`src/rtl/vga_pkg.sv`:
```
// vga_pkg: VGA timing constants, write-window state and access-owner tags shared by the VRAM path.
package vga_pkg;
  localparam int H_TOTAL = 800;
  localparam int V_TOTAL = 525;
  localparam int V_VIS_FIRST = 35;
  localparam int V_VIS_LAST = 515;
  typedef enum logic {LOCKED, OPEN} win_e;
  typedef enum logic [1:0] {OWN_NONE, OWN_DISP, OWN_CLIENT} owner_e;
  function automatic logic in_blank(input logic [9:0] v);
    return v < 10'(V_VIS_FIRST) || v > 10'(V_VIS_LAST);
  endfunction
endpackage

```
`src/rtl/rr_arbiter.sv`:
```
// rr_arbiter: round-robin pick among eligible requesters, searching from last_gnt+1.
module rr_arbiter #(
  parameter int NREQ = 2,
  localparam int IW = NREQ > 1 ? $clog2(NREQ) : 1
) (
  input  logic            clk,
  input  logic            rst_n,
  input  logic            en,
  input  logic [NREQ-1:0] elig,
  output logic [NREQ-1:0] gnt,
  output logic [IW-1:0]   idx,
  output logic            any
);
  logic [IW-1:0] last;
  logic [IW-1:0] c;
  always_comb begin
    gnt = '0;
    idx = '0;
    any = 1'b0;
    c = '0;
    for (int k = 1; k <= NREQ; k++) begin
      c = IW'((int'(last) + k) % NREQ);
      if (en && !any && elig[c]) begin
        gnt[c] = 1'b1;
        idx = c;
        any = 1'b1;
      end
    end
  end
  // Only real client grants rotate the pointer; display slots leave it alone.
  always_ff @(posedge clk or negedge rst_n)
    if (!rst_n) last <= IW'(NREQ - 1);
    else if (any) last <= idx;
endmodule

```
`src/rtl/vram_arbiter.sv`:
```
// vram_arbiter: single-port VRAM shared by display fetch (absolute priority) and round-robin clients,
// with client writes held off during visible lines.
module vram_arbiter
  import vga_pkg::*;
#(
  parameter int NREQ = 2,
  parameter int ADDR_W = 12,
  parameter int DATA_W = 8,
  localparam int IW = NREQ > 1 ? $clog2(NREQ) : 1
) (
  input  logic                     clk,
  input  logic                     rst_n,
  input  logic                     pix_tick,
  input  logic [9:0]               vCount,
  input  logic                     disp_req,
  input  logic [ADDR_W-1:0]        disp_addr,
  output logic [DATA_W-1:0]        disp_data,
  output logic                     disp_valid,
  input  logic [NREQ-1:0]          req,
  input  logic [NREQ-1:0]          we,
  input  logic [NREQ*ADDR_W-1:0]   addr,
  input  logic [NREQ*DATA_W-1:0]   wdata,
  output logic [NREQ-1:0]          gnt,
  output logic [DATA_W-1:0]        rdata,
  output logic [NREQ-1:0]          rvalid,
  output logic                     mem_en,
  output logic                     mem_we,
  output logic [ADDR_W-1:0]        mem_addr,
  output logic [DATA_W-1:0]        mem_wdata,
  input  logic [DATA_W-1:0]        mem_rdata
);
  win_e state, state_nx;
  owner_e own_q, own_nx;
  logic [IW-1:0] idx_q, gidx;
  logic [DATA_W-1:0] disp_q, rd_q;
  logic [NREQ-1:0] elig;
  logic disp_win, arb_en, any, cli_we;
  // Combinational outputs are gated by rst_n so everything reads 0 while in reset.
  assign disp_win = rst_n & pix_tick & disp_req;
  assign arb_en = rst_n & ~(pix_tick & disp_req);
  for (genvar g = 0; g < NREQ; g++) begin : g_elig
    assign elig[g] = req[g] & (~we[g] | (state == OPEN));
  end
  rr_arbiter #(.NREQ(NREQ)) u_rr (
    .clk(clk),
    .rst_n(rst_n),
    .en(arb_en),
    .elig(elig),
    .gnt(gnt),
    .idx(gidx),
    .any(any)
  );
  always_comb begin
    state_nx = in_blank(vCount) ? OPEN : LOCKED;
    cli_we = any & we[gidx];
    mem_en = disp_win | any;
    mem_we = cli_we;
    mem_addr = disp_win ? disp_addr : any ? addr[gidx*ADDR_W +: ADDR_W] : '0;
    mem_wdata = cli_we ? wdata[gidx*DATA_W +: DATA_W] : '0;
    own_nx = disp_win ? OWN_DISP : (any & ~cli_we) ? OWN_CLIENT : OWN_NONE;
  end
  // Return data is shown straight from the RAM in the tagged cycle and held afterwards.
  assign disp_valid = own_q == OWN_DISP;
  assign disp_data = disp_valid ? mem_rdata : disp_q;
  assign rvalid = own_q == OWN_CLIENT ? NREQ'(1) << idx_q : '0;
  assign rdata = own_q == OWN_CLIENT ? mem_rdata : rd_q;
  always_ff @(posedge clk or negedge rst_n)
    if (!rst_n) state <= LOCKED;
    else state <= state_nx;
  always_ff @(posedge clk or negedge rst_n)
    if (!rst_n) begin
      own_q <= OWN_NONE;
      idx_q <= '0;
      disp_q <= '0;
      rd_q <= '0;
    end else begin
      own_q <= own_nx;
      idx_q <= gidx;
      if (disp_valid) disp_q <= mem_rdata;
      if (own_q == OWN_CLIENT) rd_q <= mem_rdata;
    end
endmodule

```
`config.mk`:
```
export PLATFORM = sky130hd
export DESIGN_NAME = vram_arbiter
export DESIGN_NICKNAME = d
export VERILOG_FILES = /design/src/rtl/vga_pkg.sv /design/src/rtl/rr_arbiter.sv /design/src/rtl/vram_arbiter.sv
export SDC_FILE = /design/constraint.sdc
export NUM_CORES = 1
export LEC_CHECK = 0
export CORE_UTILIZATION = 30
export CTS_CLUSTER_DIAMETER = 80
export DETAILED_ROUTE_END_ITERATION = 7
export HOLD_SLACK_MARGIN = 0.06
export PLACE_DENSITY = 0.88
export SKIP_LAST_GASP = 1
export SYNTH_ARGS = -nofsm -noshare
export SYNTH_HDL_FRONTEND = slang
export SYNTH_SLANG_ARGS = --single-unit
```
`constraint.sdc`:
```
create_clock -name clk -period 2.67 [get_ports clk]
set_clock_uncertainty 0.1 [all_clocks]
set_input_delay 0.4005 -clock clk [delete_from_list [all_inputs] [get_ports clk]]
set_output_delay 0.4005 -clock clk [all_outputs]
set_load 0.05 [all_outputs]
```
==> summary.md <==
| Metric | Value |
|---|---|
| Worst skew pair latency | `250 ps` |
| CTS H-Tree Depth | `1` |
| Die width | `68.3 um` |
| TritonCTS buffer count | `3` |
| Setup CP Type | `input port to output port` |
| Synth area leader | `dfrtp_1` |
| Hold_ws | `400 ps` |
| Core Area | `0.00412 mm^2` |
| Minimum clock period | `2560 ps` |
| Slew headroom | `between 60 and 70%` |
| Max-cap viol count | `0` |
| Drt drc | `0` |
| Worst Tran Pin Value | `~510 ps` |
| Vias in the first global route | `1,602` |
| Cells after Synth | `144` |
| Layout Area Growth over Synthesis | `115%` |
| Synth unique cells | `33` |
| Cts hold-fix bufs | `0` |
| Worst-path fanout max | `21` |
| CP Cell Sequence | `clkdlybuf4s50_1 -> and2_4 -> a211oi_4 -> buf_12 -> a22oi_1 -> o21ai_1 -> buf_12` |
| First-pass GRT wire length | `6720 um` |
| Final hold viol count | `0` |
| Setup Viol. Count Final | `0` |
| Status | `completed` |
| Max Clk Rate | `about 390 MHz` |
| Most frequent cell after synthesis | `nand2_1` |
| Syn Area/Cell | `9.17 um^2` |
| Final Cycle Share | `95.8%` |
| Synthesized flop and latch total | `21` |
| Initial antenna violation count | `0` |
| Worst path slowest cell | `clkdlybuf4s50_1` |
| Ys flop type | `dfrtp_1` |
| CP required | `2170 ps` |
| Total Routing Usage GR | `19.1%` |
| Via count | `approximately 1,600` |
| Netlist Area Pre-Place | `0.00132 mm^2` |
| Total grt overflow | `0` |
| Port Buffer Count | `120` |
| Share of the synthesized area in the top cell type | `37.9%` |
| Dpl cell area | `0.00279 mm^2` |
| DRT Pass-1 Iters | `4` |
| Fin Setup TNS | `0 ps` |
| Maximum vdd drop | `between 0.0003 and 0.0004 V` |
| CTS tree | `done` |
| Worst setup EP type | `output port` |
| Die footprint | `0.00467 mm^2` |
| Post-synth top cells | `nand2_1, dfrtp_1, mux2_2` |
| Critical Path Source Type | `input port` |
| Non-Filler Instances | `317` |
| Starting DRT DRC Count | `36` |
| Power Density | `509 mW/mm^2` |
| RSZ-0062 raised after global routing | `no` |
| WP buf/inv | `3` |
| Post-synth EDFFs | `0` |
| Core Rows | `23` |
| Synth async-reset ratio | `100%` |
| Num ports | `121` |
| Met1 wire length | `1690 um` |
| Clk buf depth | `2` |
| Mean number of vias per cell | `approximately 5` |
| Slew Limit Fails | `0` |
| Reg clk slew, reported paths | `70 ps` |
| Chip height | `68.3 um` |
| Routability cong. | `0.743` |
| Post-CTS Resized | `0` |
| Largest delay contributor family on the critical path | `buffers and inverters` |
| Largest net degree at the start of global routing | `22` |
| Antenna cell count | `0` |
| Synth warn | `0` |
| Drt wl/cell | `~14 um` |
| Nets | `346` |
| Worst EP arrival | `~2100 ps` |
| Setup bufs post-CTS | `0` |
| Met3 wire len | `361 um` |
| Final HPWL DP | `3770 um` |
| Starting density of the core | `around a third` |
| Syn Nets | `222` |
| Max layer used | `met4` |
| Design Area, Final | `0.00284 mm^2` |
| CTS Root Cell | `clkbuf_8` |
| Fraction of layout cells with a size suffix above 1 | `28.5%` |
| Largest cells by area after synthesis | `dfrtp_1, mux2_2, nand2_1` |
| WL met2 | `between 2000 and 2500 um` |
| Antenna viol nets, final | `0` |
| LEAKAGE | `1.19 nW` |
| Final wirelength | `4560 um` |
| Placed insts | `313` |
| Crit path top cell by count | `buf_12` |
| Clock Sinks | `21` |
| Max stage delay on crit path | `480 ps` |
| Worst Hold Class | `register to register` |
| Reg2reg setup slack | `1170 ps` |
| Post-synthesis sequential area ratio | `39.9%` |
cells in the final DEF, fill, tap and decap left out, types with 2 or more instances in the layout:
cell type        count
a21oi_1              8
a22oi_1             12
and3_1               2
buf_12              25
buf_4               22
clkbuf_8             3
clkdlybuf4s50_1     80
dfrtp_1             20
inv_1                2
mux2_2              16
nand2_1             36
nor2_1               3
nor2b_1              3
nor3_1               2
o21ai_1             13
metal layers:
metal | vias to the layer above | GRT usage, %
met3 | 2 | 4.33
li1 | 755 | -
met4 | 0 | 8.33
met1 | 728 | 21.5
met2 | 71 | 33.8
met5 | - | 0
state kept, by name, indices dropped and copies added, names as in the netlist:
| name | count |
|---|---|
| own_q | 2 |
| u_rr.last | 1 |
| disp_q | 8 |
| state | 1 |
| idx_q | 1 |
| rd_q | 8 |
where the power goes:
part           switching, mW  total [mW]  internal, mW
sequential            0.0208       0.408         0.387
clock                 0.0948       0.198         0.104
combinational          0.480       0.840         0.360
cell families after synthesis:
group	after synthesis	share of synthesized area, %
multiplexers	16	13.6
AND/OR/NAND/NOR	55	20.1
AO/OA/AOI/OAI	41	21.2
buffers and inverters	11	5.12
flip-flops	21	39.9
worst register-to-register path, delay by kind of cell, from the launching register on:
family | cells | cell delay, ps
compound gates | 1 | 240
buf+inv | 1 | 190
flops | 1 | 430
simple gates | 3 | 430
final cells by class:
class | count | area (um^2)
inverter | 3 | 11.3
fill | 326 | 1270
clock buffer | 3 | 41.3
multi-input combinational | 112 | 727
timing repair buffer | 127 | 1470
tap | 50 | 62.6
sequential | 21 | 527
clock inverter | 1 | 5.00
final timing paths:
| path | from | endpoint | cells past startpoint |
|---|---|---|---|
| setup reg to reg | state | own_q[1] | 5 |
| min in group asynchronous | rst_n | state | 2 |
| max in group asynchronous | rst_n | u_rr.last | 2 |
| setup / recovery | req[0] | mem_addr[10] | 7 |
| hold / removal | disp_q[4] | disp_q[4] | 1 |
| hold reg to reg | disp_q[4] | disp_q[4] | 1 |
per-stage QoR:
stage	setup slack [ps]	power (mW)	util (%)
after floorplan	125	0.899	-
after global placement	108	1.24	67.9
after detailed placement	61.5	1.26	67.9
after CTS	50.7	1.46	69.0
after global routing	36.4	1.51	69.0
final	113	1.45	69.0
Note: power is estimated with default switching activity, not from simulation.
